$ cat src/rtl/wb_select_reg.sv
// wb_select_reg: selects one of NSRC DATA_W-bit bus sources, or a fixed
// constant, into a one-entry write-back register with a valid/ready
// handshake on both sides. Latency is one cycle. in_ready is the only
// combinational output.
//
// Optional feature macro WB_SEL_ERR_EN:
//   defined   - an accepted select above NSRC is dropped without touching
//               wb_data/wb_valid, and sets the sticky sel_err flag.
//   undefined - an accepted select above NSRC loads zero; sel_err is
//               constant 0.
module wb_select_reg #(
  parameter int DATA_W    = 32,
  parameter int NSRC      = 8,
  parameter int SEL_W     = 4,
  parameter int CONST_VAL = 227
) (
  input  logic                   clk,
  input  logic                   reset,
  input  logic [SEL_W-1:0]       sel,
  input  logic [NSRC*DATA_W-1:0] src_bus,
  input  logic                   in_valid,
  output logic                   in_ready,
  output logic [DATA_W-1:0]      wb_data,
  output logic                   wb_valid,
  input  logic                   wb_ready,
  output logic                   sel_err
);

  // Select index that returns the constant; anything above it is illegal.
  localparam logic [SEL_W-1:0]  CONST_SEL  = SEL_W'(NSRC);
  localparam logic [DATA_W-1:0] CONST_WORD = DATA_W'(CONST_VAL);

  logic              accept;
  logic              consume;
  logic              load_en;
  logic [DATA_W-1:0] load_data;

  // The slot can take new data when it is empty or being drained this cycle.
  assign in_ready = !wb_valid || wb_ready;
  assign accept   = in_valid && in_ready;
  assign consume  = wb_valid && wb_ready;

  // Source decode: legal sources, the constant slot, zero for anything else.
  always_comb begin
    // NOTE: the default assignment first keeps this block free of inferred
    // latches when sel matches no branch.
    load_data = '0;
    for (int k = 0; k < NSRC; k++) begin
      if (sel == SEL_W'(k)) begin
        load_data = src_bus[k*DATA_W +: DATA_W];
      end
    end
    if (sel == CONST_SEL) begin
      load_data = CONST_WORD;
    end
  end

`ifdef WB_SEL_ERR_EN
  logic sel_illegal;
  logic sel_err_q;

  assign sel_illegal = (sel > CONST_SEL);
  // An illegal select still completes the handshake but never loads.
  assign load_en     = accept && !sel_illegal;
  assign sel_err     = sel_err_q;

  // Sticky error flag: set by any accepted illegal select, cleared by reset.
  always_ff @(posedge clk) begin
    if (reset) begin
      sel_err_q <= 1'b0;
    end else if (accept && sel_illegal) begin
      sel_err_q <= 1'b1;
    end
  end
`else
  // Illegal selects load the zero produced by the decode default.
  assign load_en = accept;
  assign sel_err = 1'b0;
`endif

  // Output register: load on accept, otherwise drop valid once consumed.
  // wb_data keeps its value on consume so a late reader still sees it.
  always_ff @(posedge clk) begin
    // NOTE: state uses non-blocking assignments so every register samples
    // pre-edge values; reset is synchronous and checked first so it
    // overrides any accept or consume in the same cycle.
    if (reset) begin
      wb_data  <= '0;
      wb_valid <= 1'b0;
    end else if (load_en) begin
      wb_data  <= load_data;
      wb_valid <= 1'b1;
    end else if (consume) begin
      wb_valid <= 1'b0;
    end
  end

endmodule

$ cat config.mk
export PLATFORM = sky130hd
export DESIGN_NAME = wb_select_reg
export DESIGN_NICKNAME = d
export VERILOG_FILES = /design/src/rtl/wb_select_reg.sv
export SDC_FILE = /design/constraint.sdc
export NUM_CORES = 1
export LEC_CHECK = 0
export BUFFER_PORTS_ARGS = -buffer_cell sky130_fd_sc_hd__buf_2
export CORE_AREA = 2 2 117 119
export DETAILED_ROUTE_END_ITERATION = 16
export DIE_AREA = 0 0 119 121
export PLACE_DENSITY_LB_ADDON = 0.1
export SYNTH_ARGS = -nofsm -noshare
export SYNTH_HDL_FRONTEND = slang
export SYNTH_SLANG_ARGS = --single-unit
export TNS_END_PERCENT = 30
$ cat constraint.sdc
create_clock -name clk -period 1.9 [get_ports clk]
set_input_delay 0.38 -clock clk [delete_from_list [all_inputs] [get_ports clk]]
set_output_delay 0.38 -clock clk [all_outputs]
set_load 0.01 [all_outputs]
==> run metrics <==
run status completed; Peak supply drop between 300 and 400 uV; CP arrival 1390 ps; setup_tns 0 ps; Hold Path Origin src_bus[234]; Core Region 13090 um^2; Internal approximately 0.0018 W; first-pass iteration count of the detailed router 5; ys async rst share 0; H-tree Lvls 2; detailed placement HPWL between 10000 and 15000 um; part of the power in combinational logic 0.391; die footprint around 14000 um^2; M1 WL approximately 7000 um; Seq/Total Area, Yosys 0.1721; R2R depth 5; metal3 WL around 1300 um; Top Layer Used met5; largest net degree at the start of global routing 46; most instantiated library cell after synthesis mux2i_1; top cell type's share of synthesized area 0.1721; Mapped Nets between 700 and 800; Avg Synthesized Cell Area roughly 8 um^2; Post-Syn Instances about 480; CTS buffer count 5; number of synthesized flops with an enable pin 0; floorplan row count 42; clock share of power 0.326; Sw Ratio 0.3209; MaxCap Viol Count 0; Critical Path Sink Type output port; sequential cell fraction of total power 0.283; 1st-iter DRT viols around 180; Post-CTS Setup Inserts 0; Top FF cell, synth dfxtp_1; Critical Path RT 1520 ps; clk root buf clkbuf_16; initial antenna violation count 2; clk sinks 33; vias 4982; number of buffers added on ports ~300; Clock Skew 4.642 ps; warning count from the yosys run 0; I/O pins around 300; post-synthesis cell type with the largest combined area dfxtp_1; critical path class flip-flop to output port; DIE HEIGHT roughly 120 um; TritonCTS clock tree built; CP Max Fanout 5; LEAKAGE roughly 2.8 nW; RePlAce Congestion 0.8427; WL met2 ~8400 um; Max clock buf depth 2; Vias/cell ~5.3; RR Startpoint wb_valid; cts repair resizes 0; vias in the first global route around 5000; layout cells sized above 1 0.5286; Final Non-Filler Cells 945; synth cell count leaders mux2i_1 (41), nor2_1 (36), dfxtp_1 (33), o21ai_0 (33); WHS 501.6 ps; Clk pin slew, worst setup/hold paths 60 ps; Initial Util 0.2934; Antenna Violating Nets Remaining 0; Final Max Slew Viols 0; final hold violation count 0; PD cells 464.3 nW/um^2; FF-to-FF setup slack 260 ps; Overflow after GRT 0; Worst setup SP type flip-flop; die width between 100 and 150 um; Hold Crit Class primary input to flip-flop; Max Fclk about 560 MHz; unrepaired setup endpoints after global routing false; Hold Crit Depth 3; total track usage 0.2281; Final min period ~1800 ps; Layout area overhead 50.33%; synthesized area 3839 um^2; final period utilization 0.9341; Min-Delay Endpoint wb_data[10]; final setup fails 0; Area contributors post-synth dfxtp_1 (17%), mux2i_1 (11%), o221a_2 (5.9%); synth unique cells 47; first-pass GRT wire length 26160 um; Detailed Route WL around 17000 um; hold buffers post-CTS 0; P_sw 0.0008599 W; DP Cell Count approximately 940; Avg WL per Cell 18.08 um; Yosys reg bits 33; Critical Path Source wb_valid; nets around 1000; reg2reg end wb_data[17]; final routed DRC violation total 0; Worst-Skew Late Latency 280 ps
cells in the final DEF, fill, tap and decap left out, types with 7 or more instances in the layout:
master / Yosys / routed
o22a_1: 8 / 8
mux2i_1: 41 / 41
nor2_1: 36 / 36
buf_2: 29 / 296
a21oi_1: 15 / 15
a2bb2oi_1: 24 / 24
o221a_2: 20 / 20
inv_1: 29 / 29
nor2b_1: 12 / 12
a21oi_2: 10 / 10
mux2_2: 19 / 19
nand2_1: 24 / 24
buf_4: 3 / 29
o221ai_1: 12 / 12
a211oi_1: 7 / 7
nand2b_1: 8 / 8
a22oi_1: 24 / 24
o22ai_1: 15 / 15
dfxtp_1: 33 / 33
o221ai_2: 10 / 10
o21ai_0: 33 / 33
worst max path at each step:
stage	endpoint	cells past startpoint	slack, ps
2_1_floorplan	wb_data[21]	7	170
3_3_place_gp	wb_data[17]	6	50
3_5_place_dp	wb_data[17]	6	-30
4_1_cts	in_ready	4	170
5_1_grt	in_ready	4	110
6_report	in_ready	4	130
final cells by class:
cell class	count	area [um^2]
antenna	1	2.502
clock buffer	7	152.6
clock inverter	1	5.005
fill	1366	7315
inverter	31	116.4
multi-input combinational	365	2794
sequential	33	660.6
tap	176	220.2
timing repair buffer	331	1819
cell families after synthesis:
group / synth area share
AOI/OAI and AO/OA: 0.4221
buffers and inverters: 0.1014
DFF: 0.1721
muxes: 0.1626
other: 0.0009769
and+or+nand+nor: 0.1408
flip-flops by register name (all words and copies together), names as in the netlist:
| register | cells |
|---|---|
| wb_data | 32 |
| wb_valid | 1 |
worst max-delay path: stages (launching register included):
cell and delay [ps]:
dfxtp_1 340, nor2b_1 250, clkinv_1 200, buf_4 200, buf_2 140
per-layer routing:
metal,global-route usage,vias to the layer above
met5,0,-
met4,0.05655,2
met3,0.05451,25
met2,0.4109,230
met1,0.2718,2298
li1,-,2427
power by group through the flow:
stage | logic [W] | clock network [W] | registers (W)
2_1_floorplan | 0.000542 | 0 | 0.000786
4_1_cts | 0.00106 | 0.000891 | 0.000757
5_1_grt | 0.00115 | 0.000916 | 0.000761
3_5_place_dp | 0.00105 | 0 | 0.000772
3_3_place_gp | 0.00104 | 0 | 0.000771
6_report | 0.00105 | 0.000873 | 0.000757
metrics by stage:
step | power, W | util | cell area [um^2] | setup slack, ps
after floorplan | 0.001328 | - | 3839 | 168.6
after global placement | 0.001815 | 0.4288 | 5610 | 45.94
after detailed placement | 0.001826 | 0.4288 | 5610 | -25.63
after CTS | 0.002707 | 0.4408 | 5768 | 166.5
after global routing | 0.002824 | 0.4410 | 5771 | 108.0
final | 0.002679 | 0.4410 | 5771 | 125.3
Note: power is estimated with default switching activity, not from simulation.
